## src/rtl/hdr_weight_accum.sv

```systemverilog
// Per-pixel HDR merge front end: accumulates hat-weighted exposures, launches the Q24.8 divider, streams radiance.
// Optional HDR_ZERO_FALLBACK_EN: an all-zero-weight pixel outputs its last sample as Q24.8 instead of 0.
module hdr_weight_accum #(
    parameter int unsigned NUM_EXP = 3,
    parameter int unsigned X_W     = 16
) (
    input  logic           clk,
    input  logic           rst,
    input  logic           pix_valid,
    output logic           pix_ready,
    input  logic [7:0]     pix_z,
    input  logic [X_W-1:0] pix_x,
    output logic [31:0]    div_a,
    output logic [31:0]    div_b,
    output logic           div_valid,
    input  logic [31:0]    div_q,
    input  logic           div_ready,
    input  logic           div_ovf,
    output logic           hdr_valid,
    input  logic           hdr_ready,
    output logic [31:0]    hdr_data,
    output logic           hdr_zero
);
    localparam int unsigned W_W   = 7;
    localparam int unsigned P_W   = X_W + W_W;
    localparam int unsigned S_W   = ((P_W > 32) ? P_W : 32) + 1;
    localparam int unsigned CNT_W = (NUM_EXP > 1) ? $clog2(NUM_EXP) : 1;
    localparam int unsigned DEN_W = 16;

    typedef enum logic [1:0] {ACCUM, DIV_START, DIV_WAIT, DONE} state_t;

    state_t           state, state_nxt;
    logic [CNT_W-1:0] cnt, cnt_nxt;
    logic [31:0]      num, num_nxt;
    logic [DEN_W-1:0] den, den_nxt;
    logic [31:0]      div_a_nxt, div_b_nxt, hdr_data_nxt;
    logic             hdr_zero_nxt;

    logic [W_W-1:0]   weight;
    logic [P_W-1:0]   prod;
    logic [S_W-1:0]   num_sum;
    logic [31:0]      num_acc;
    logic [DEN_W-1:0] den_acc;
    logic             xfer, first, last;

    // Hat weight and accumulate; the first sample of a pixel loads instead of adding.
    always_comb begin
        weight  = pix_z[7] ? W_W'(8'd255 - pix_z) : W_W'(pix_z);
        prod    = P_W'(weight) * P_W'(pix_x);
        xfer    = pix_valid && (state == ACCUM);
        first   = (cnt == '0);
        last    = (cnt == CNT_W'(NUM_EXP - 1));
        num_sum = (first ? S_W'(0) : S_W'(num)) + S_W'(prod);
        num_acc = (|num_sum[S_W-1:32]) ? '1 : num_sum[31:0];
        den_acc = (first ? DEN_W'(0) : den) + DEN_W'(weight);
    end

    // Next-state and registered-output values.
    always_comb begin
        state_nxt    = state;
        cnt_nxt      = cnt;
        num_nxt      = num;
        den_nxt      = den;
        div_a_nxt    = div_a;
        div_b_nxt    = div_b;
        hdr_data_nxt = hdr_data;
        hdr_zero_nxt = hdr_zero;
        unique case (state)
            ACCUM: begin
                if (xfer) begin
                    num_nxt = num_acc;
                    den_nxt = den_acc;
                    cnt_nxt = last ? '0 : cnt + CNT_W'(1);
                    if (last) begin
                        if (den_acc != '0) begin
                            state_nxt = DIV_START;
                            div_a_nxt = num_acc;
                            div_b_nxt = 32'(den_acc);
                        end else begin
                            state_nxt    = DONE;
                            hdr_zero_nxt = 1'b1;
`ifdef HDR_ZERO_FALLBACK_EN
                            hdr_data_nxt = 32'({pix_x, 8'h00});
`else
                            hdr_data_nxt = '0;
`endif
                        end
                    end
                end
            end
            DIV_START: state_nxt = DIV_WAIT;
            DIV_WAIT: begin
                if (div_ready) begin
                    state_nxt    = DONE;
                    hdr_zero_nxt = 1'b0;
                    hdr_data_nxt = div_ovf ? '1 : div_q;
                end
            end
            DONE: begin
                if (hdr_ready) state_nxt = ACCUM;
            end
            default: state_nxt = ACCUM;
        endcase
    end

    // State and output registers; handshake flags decode the upcoming state.
    always_ff @(posedge clk) begin
        if (rst) begin
            state     <= ACCUM;
            cnt       <= '0;
            num       <= '0;
            den       <= '0;
            div_a     <= '0;
            div_b     <= '0;
            hdr_data  <= '0;
            hdr_zero  <= 1'b0;
            pix_ready <= 1'b1;
            div_valid <= 1'b0;
            hdr_valid <= 1'b0;
        end else begin
            state     <= state_nxt;
            cnt       <= cnt_nxt;
            num       <= num_nxt;
            den       <= den_nxt;
            div_a     <= div_a_nxt;
            div_b     <= div_b_nxt;
            hdr_data  <= hdr_data_nxt;
            hdr_zero  <= hdr_zero_nxt;
            pix_ready <= (state_nxt == ACCUM);
            div_valid <= (state_nxt == DIV_START);
            hdr_valid <= (state_nxt == DONE);
        end
    end
endmodule

```

## config.mk

```make
export PLATFORM = sky130hd
export DESIGN_NAME = hdr_weight_accum
export DESIGN_NICKNAME = d
export VERILOG_FILES = /design/src/rtl/hdr_weight_accum.sv
export SDC_FILE = /design/constraint.sdc
export NUM_CORES = 1
export LEC_CHECK = 0
export ABC_AREA = 0
export BUFFER_PORTS_ARGS = -buffer_cell sky130_fd_sc_hd__buf_2
export CAP_MARGIN = 20
export CORE_MARGIN = 8
export CORE_UTILIZATION = 35
export CTS_CLUSTER_DIAMETER = 40
export DETAILED_ROUTE_END_ITERATION = 8
export PLACE_DENSITY_LB_ADDON = 0.3
export SLEW_MARGIN = 30
export SYNTH_ARGS = -nofsm -noshare
export SYNTH_HDL_FRONTEND = slang
export SYNTH_SLANG_ARGS = --single-unit
```

## constraint.sdc

```tcl
create_clock -name clk -period 7.5 [get_ports clk]
set_input_delay 0.375 -clock clk [delete_from_list [all_inputs] [get_ports clk]]
set_output_delay 0.375 -clock clk [all_outputs]
set_load 0.02 [all_outputs]
```

==> reports/metrics.csv, run 1 <==
stage;metric;value;unit
synthesis;Unique masters post-synth;63;
synthesis;Post-Synth XOR/XNOR Area;2.48;%
sta;Finish-stage setup viols;0;
finish;Layout Nets;1597;
sta;f_max;162;MHz
clock_tree;CTS Buffer Depth;2;
sta;Clock Skew;0.0122;ns
critical_path;Data required, critical path;7.77;ns
floorplanning;Die Y;193;um
route;First DRT Iteration DRCs;610;
clock_tree;# clock sinks;136;
placed_design;Inst Count DP;1766;
grt;Tot GR Track Use;16.2;%
sta;setup_tns;0;ns
finish;# fillers;3187;
floorplanning;Initial Utilization;35.6;%
route;metal3 WL;1.16;mm
critical_path;startpoint types;input pin;
floorplanning;num ports;162;
sta;RSZ-0062 raised after global routing;no;
clock_tree;cts repair resizes;0;
sta;Worst Max-Slew Pin Slew;0.853;ns
sta;Max-slew headroom;43.1;%
critical_path;Crit. End Element;flip-flop;
placed_design;Final HPWL DP;22.0;mm
route;highest routed layer;met4;
synthesis;sequential share of the synthesized area;24.8;%
placed_design;Placed Area;0.0120;sq mm
synthesis;number of enable flip-flop cells after synthesis;0;
sta;final worst path period share;82.1;%
synthesis;post-synthesis mux area share;1.00;%
synthesis;Synth Instances;1288;
synthesis;area leader, netlist;dfxtp_1;
clock_tree;# hold bufs at CTS;0;
sta;endpoints failing hold;0;
route;drt pass-1 iters;5;
sta;min Tclk post-route;6.16;ns
pwr;peak supply drop;0.000240;V
critical_path;crit-path max FO;11;
pwr;leakage power total;0.00585;uW
synthesis;largest family of logic cells by synthesized area;adder cells;
critical_path;Setup CP Type;in2reg;
route;Via-to-Cell Ratio;5.16;
finish;share of layout cells above drive strength 1;16.5;%
floorplanning;Die Span X;193;um
floorplanning;Core ar.;0.0307;sq mm
finish;Design Area, Final;0.0126;sq mm
synthesis;syn avg cell area;8.51;sq um
floorplanning;die area;0.0372;sq mm
critical_path;Arr. time, crit path;6.42;ns
synthesis;synth top area cells;dfxtp_1 (25%), fa_1 (17%), and2_1 (7.5%), ha_1 (6.3%), a21oi_1 (4.3%);
finish;Synth-to-Final Area Change;14.6;%
placed_design;Placement Setup Slack;0.935;ns
clock_tree;CTS tree;yes;
grt;grt total ovfl;0;
synthesis;post-synthesis simple-gate area fraction;19.6;%
synthesis;YS warnings;0;
clock_tree;Setup Buffers After CTS;0;
run;max-cap viol count;0;
clock_tree;Root Buffer;clkbuf_16;
synthesis;#FFs+latches synth;136;
floorplanning;row count;64;
grt;largest net degree at the start of global routing;80;
sta;Final Max Slew Viols;0;
clock_tree;Worst-path clk slew;0.06;ns
pwr;Power Density;327;mW/mm^2
synthesis;Main synth FF type;dfxtp_1;
route;wire per inst;16.5;um
synthesis;Synth Area in Compound Gates;20.9;%
grt;antenna violations before repair;0;
synthesis;share of the synthesized area in the top cell type;24.8;%
route;Routed WL;29.6;mm
sta;setup ws final;1.34;ns
clock_tree;Skew-Pair Late Insertion Delay;0.43;ns
route;Post-DRT Antenna Nets;0;
placed_design;GP Congestion;0.839;
route;met2 routed WL;14.2;mm
placed_design;port buffer count;145;
grt;vias in the first global route;9276;
clock_tree;H-tree levels;4;
hold_path;hold crit path type;in2reg;
synthesis;ys async rst share;0;%
clock_tree;CTS Buf Count;17;
route;DRC viols;0;
status;status;finished clean;
finish;Core Util, Final;40.9;%
synthesis;Mapped Area;0.0110;sq mm
route;via count;9278;
finish;antenna cells;0;
grt;first-pass GRT wire length;49.0;mm
finish;final cell count without fillers;1798;
route;WL met1;13.8;mm
synthesis;Adder-Cell Fraction of Synth Area;22.9;%
==> registers in the layout, summed over array words and instances (netlist names), 2 cells and up <==
register and flops:
hdr_data 32, cnt 2, div_b 16, den 16, num 32, div_a 32, state 2
==> synthesized netlist by cell type, types with 5 or more instances <==
cell type  number
a41o_1         32
a211oi_1       41
buf_4          20
xor2_1         15
xnor2_1        16
ha_1           55
a21oi_1        94
nand3_1        14
nor4_1          5
inv_1         123
dfxtp_1       136
a211oi_2       21
nor2_1        125
nand3b_1       10
fa_1           91
nor3_1         14
clkbuf_1       65
nand2b_1       12
o21a_1          6
a21o_1          9
a211o_1         8
o21ai_0        71
and3_1          5
nand2_1        73
buf_2           6
and2_1        131
mux2i_1        11
==> area by class of cell <==
cell class / count / area, sq um / share of cell area (%)
Sequential cell: 136 / 2720 / 21.7
Timing Repair Buffer: 162 / 856 / 6.81
Multi-Input combinational cell: 948 / 7410 / 59.0
Tap cell: 396 / 495 / 3.94
Inverter: 124 / 465 / 3.70
Clock inverter: 14 / 183 / 1.45
Clock buffer: 18 / 429 / 3.42
==> through the flow <==
step	hold slack (ns)	power, uW
6_report	0.288	4110
5_1_grt	0.302	4510
4_1_cts	0.281	4150
3_5_place_dp	0.444	3230
3_3_place_gp	0.437	3210
2_1_floorplan	0.432	2670
==> worst max-delay path: stages <==
cell,delay (ns)
buf_2,0.21
xor2_1,0.54
and2_1,0.25
fa_1,0.41
fa_1,0.47
fa_1,0.55
inv_1,0.06
fa_1,0.54
inv_1,0.05
ha_1,0.35
a21o_1,0.20
a211o_1,0.24
o21a_1,0.20
a211o_1,0.33
a311oi_2,0.63
nor2_2,0.25
nor4_1,0.62
a211oi_1,0.15
==> placed cells by master, fill, tap and decap left out, types with 4 or more instances in the layout <==
master / n
a31oi_1: 4
nand3b_1: 10
xor2_1: 14
o21a_1: 6
nand3_1: 14
buf_2: 144
a21oi_1: 94
or3_1: 4
a211o_1: 8
a41o_1: 32
a211oi_2: 21
xnor2_1: 16
a2111oi_0: 4
nor3_1: 14
buf_4: 18
nor2_1: 124
a211oi_1: 41
a21o_1: 9
mux2i_1: 11
and3_1: 5
ha_1: 55
or2_2: 4
conb_1: 16
nand2_1: 73
and2_1: 130
fa_1: 91
o211ai_1: 4
nand2b_1: 12
o211a_1: 4
inv_6: 7
clkbuf_16: 17
dfxtp_1: 136
o21ai_0: 71
nor4_1: 5
inv_1: 123
==> layer usage <==
layer | vias to the layer above | GRT usage, %
li1 | 4569 | -
met1 | 4494 | 21.6
met2 | 185 | 27.0
met3 | 30 | 2.37
met4 | 0 | 4.38
met5 | - | 0
==> final timing paths <==
path	startpoint	endpoint	slack, ns	cells after the start
max reg2reg	cnt[0]	num[17]	1.47	16
min	hdr_ready	state[0]	0.29	3
max	pix_z[7]	num[17]	1.34	18
min reg2reg	den[0]	den[0]	0.45	2
==> cell families (layout without fill, tap and decap cells) <==
group	after synthesis	in the layout
AOI/OAI and AO/OA	324	324
xor gates and xnor gates	31	31
adders and majority gates	146	146
buffers and inverters	219	318
DFF	136	136
muxes	11	11
other	1	16
and+or+nand+nor	420	420
==> report_power, final <==
part	total [uW]	switching, uW	internal (uW)
clock network	898	365	533
logic	2410	1490	921
registers	806	27.4	778
total	4110	1880	2230
(Power assumes the default switching activity.)
==> run 2, diff against run 1 <==
clock period = 5.1 ns   (was 7.5 ns; I/O delays follow)
==> run 2 against run 1 <==
  * Sequential power up 48%
  * Clock power up 59%
  * Hold slack worse by 0.10 ns
  * Final cell count up 5.7%
  * Critical path type unchanged
  * Critical endpoint unchanged
==> reports/metrics.csv, run 2 (synthesis results as in run 1) <==
stage;metric;value;unit;change
status;status;finished clean;;
sta;endpoints failing hold;0;;unchanged
clock_tree;CTS Buffer Depth;2;;unchanged
critical_path;R2R Path Start;cnt[0];;
grt;vias in the first global route;9869;;+6.4%
critical_path;Cell Chain, Critical Path;buf_8 -> buf_12 -> xor2_4 -> buf_6 -> buf_6 -> nand2_4 -> fa_1 -> fa_1 -> inv_1 -> fa_1 -> inv_1 -> fa_2 -> inv_1 -> ha_2 -> a21o_1 -> a211o_1 -> o21a_1 -> a211o_1 -> a311oi_4 -> buf_6 -> nor2_4 -> nor4_4 -> a211oi_1;;
critical_path;cell family with most CP delay;adder cells;;
critical_path;Arr. time, crit path;5.34;ns;-1.08 ns
clock_tree;Skew-Pair Late Insertion Delay;0.43;ns;about the same
sta;Clock Skew;0.0110;ns;-0.00117 ns
sta;RSZ-0062 raised after global routing;yes;;
clock_tree;# hold bufs at CTS;0;;unchanged
route;drt pass-1 iters;5;;unchanged
route;DRC viols;0;;unchanged
critical_path;critical path's largest stage delay;0.51;ns;-0.12 ns
critical_path;CP Depth;23;;+5
grt;antenna violations before repair;0;;unchanged
grt;Tot GR Track Use;17.1;%;+0.93 points
floorplanning;Die Y;193;um;unchanged
route;First DRT Iteration DRCs;481;;-21%
critical_path;CP Capture Point;num[17];;
critical_path;Crit. End Element;flip-flop;;
floorplanning;die area;0.0372;sq mm;unchanged
sta;Worst Max-Slew Pin Slew;0.944;ns;+0.0910 ns
sta;Finish-stage setup viols;0;;unchanged
grt;grt total ovfl;0;;unchanged
placed_design;Final HPWL DP;23.4;mm;+6.5%
clock_tree;Root Buffer;clkbuf_16;;
route;Via-to-Cell Ratio;5.14;;-0.48%
finish;antenna cells;0;;unchanged
route;Post-DRT Antenna Nets;0;;unchanged
critical_path;Setup CP Type;in2reg;;
sta;Max-slew headroom;37.1;%;-6.1 points
floorplanning;row count;64;;unchanged
pwr;Power Density;554;mW/mm^2;+69%
finish;most frequent cells in the layout;buf_2 (143), dfxtp_1 (136), and2_1 (126);;
sta;min Tclk post-route;5.06;ns;
clock_tree;Worst-path clk slew;0.07;ns;about the same
clock_tree;CTS tree;yes;;
critical_path;Data required, critical path;5.37;ns;-2.40 ns
clock_tree;H-tree levels;4;;unchanged
grt;largest net degree at the start of global routing;79;;-1.3%
clock_tree;# clock sinks;136;;unchanged
clock_tree;CTS Buf Count;17;;unchanged
finish;most common cell after layout, fill and taps aside;buf_2;;
route;Routed WL;32.0;mm;+8.1%
placed_design;GP Congestion;0.866;;+3.2%
sta;setup_tns;0;ns;unchanged
critical_path;startpoint types;input pin;;
critical_path;worst-case reg-to-reg path depth;17;;+1
pwr;peak supply drop;0.000405;V;+69%
run;max-cap viol count;0;;unchanged
floorplanning;Die Span X;193;um;unchanged
finish;final cell count without fillers;1901;;+5.7%
finish;Largest regs;div_a: 32 flops, hdr_data: 32 flops, num: 32 flops;;
sta;final hold slack;0.186;ns;-0.102 ns
finish;Layout Nets;1700;;+6.4%
hold_path;hold crit path type;in2reg;;
floorplanning;Initial Utilization;35.6;%;unchanged
pwr;leakage power total;0.00651;uW;+11%
sta;Final Max Slew Viols;0;;unchanged
placed_design;Inst Count DP;1850;;+4.8%
grt;first-pass GRT wire length;51.3;mm;+4.9%
floorplanning;num ports;162;;unchanged
critical_path;crit-path max FO;6;;-5
route;wire per inst;16.8;um;+2.3%
placed_design;port buffer count;145;;unchanged
finish;Synth-to-Final Area Change;28.5;%;
finish;Core Util, Final;45.8;%;+4.9 points
critical_path;Buf/Inv on CP;8;;+5
sta;final worst path period share;99.3;%;
critical_path;Crit-path slowest cell;fa_2;;
sta;f_max;197;MHz;
route;via count;9762;;+5.2%
critical_path;reg-to-reg setup timing slack;0.18;ns;-1.29 ns
finish;# fillers;3041;;-4.6%
critical_path;Critical Path Source;pix_z[7];;
floorplanning;Core ar.;0.0307;sq mm;unchanged
critical_path;reg2reg end;num[17];;
finish;share of layout cells above drive strength 1;26.7;%;+10 points
==> run 2: changes by cell type in the layout (fill, tap and decap cells not counted), moves of 8 or more <==
cell	delta
buf_12	+8
buf_4	+79
buf_6	+10
ha_1	-9
nor2_1	-11
nor2_4	+11
o21ai_0	-9
xor2_4	+8
==> run 2: final cells by class <==
type	count	area, sq um	share of cell area [%]
Clock inverter	14	233	1.65
Clock buffer	18	439	3.12
Sequential cell	136	2720	19.3
Tap cell	396	495	3.52
Inverter	124	465	3.31
Multi-Input combinational cell	954	7990	56.8
Timing Repair Buffer	259	1730	12.3
==> run 2: per-stage QoR <==
| stage | total power, uW | setup slack, ns | cell area, sq um |
|---|---|---|---|
| floorplan | 4150 | -0.0337 | 11400 |
| global placement | 5910 | -0.566 | 12900 |
| detailed placement | 5960 | -0.572 | 12900 |
| CTS | 7480 | 0.00317 | 13600 |
| global route | 8510 | -0.0962 | 14100 |
| finish | 7800 | 0.0351 | 14100 |
==> run 2: layer usage <==
metal	share of wire [%]	GRT usage (%)	vias to the layer above
li1	-	-	4762
met1	46	22.4	4733
met2	48	28.8	218
met3	4.1	2.64	49
met4	2.2	5.09	0
met5	0	0	-
==> run 2: repair_timing <==
| item | in CTS | in global routing |
|---|---|---|
| gates resized for setup | 5 | 66 |
| cloned | 1 | 5 |
| endpoints found under the hold margin | 0 | 0 |
| pin swaps | 1 | 35 |
| setup buffers | 1 | 13 |
| setup endpoints to repair | 39 | 64 |
==> run 2: worst min-delay path, stage by stage <==
cell and delay (ns):
buf_2 0.09, nand3b_1 0.10, a31oi_1 0.10
==> run 2: where the power goes <==
group          internal, uW  switching (uW)  leakage, uW
clock network           896             530     0.000326
registers              1140            40.9      0.00110
logic                  2520            2660      0.00508
total                  4570            3240      0.00651
==> run 2: worst min-delay path by stage <==
stage	from	endpoint	slack (ns)	cells past startpoint
2_1_floorplan	den[0]	den[0]	0.43	2
3_3_place_gp	den[1]	den[1]	0.44	2
3_5_place_dp	den[1]	den[1]	0.44	2
4_1_cts	hdr_ready	state[0]	0.16	3
5_1_grt	hdr_ready	state[0]	0.20	3
6_report	hdr_ready	state[0]	0.19	3
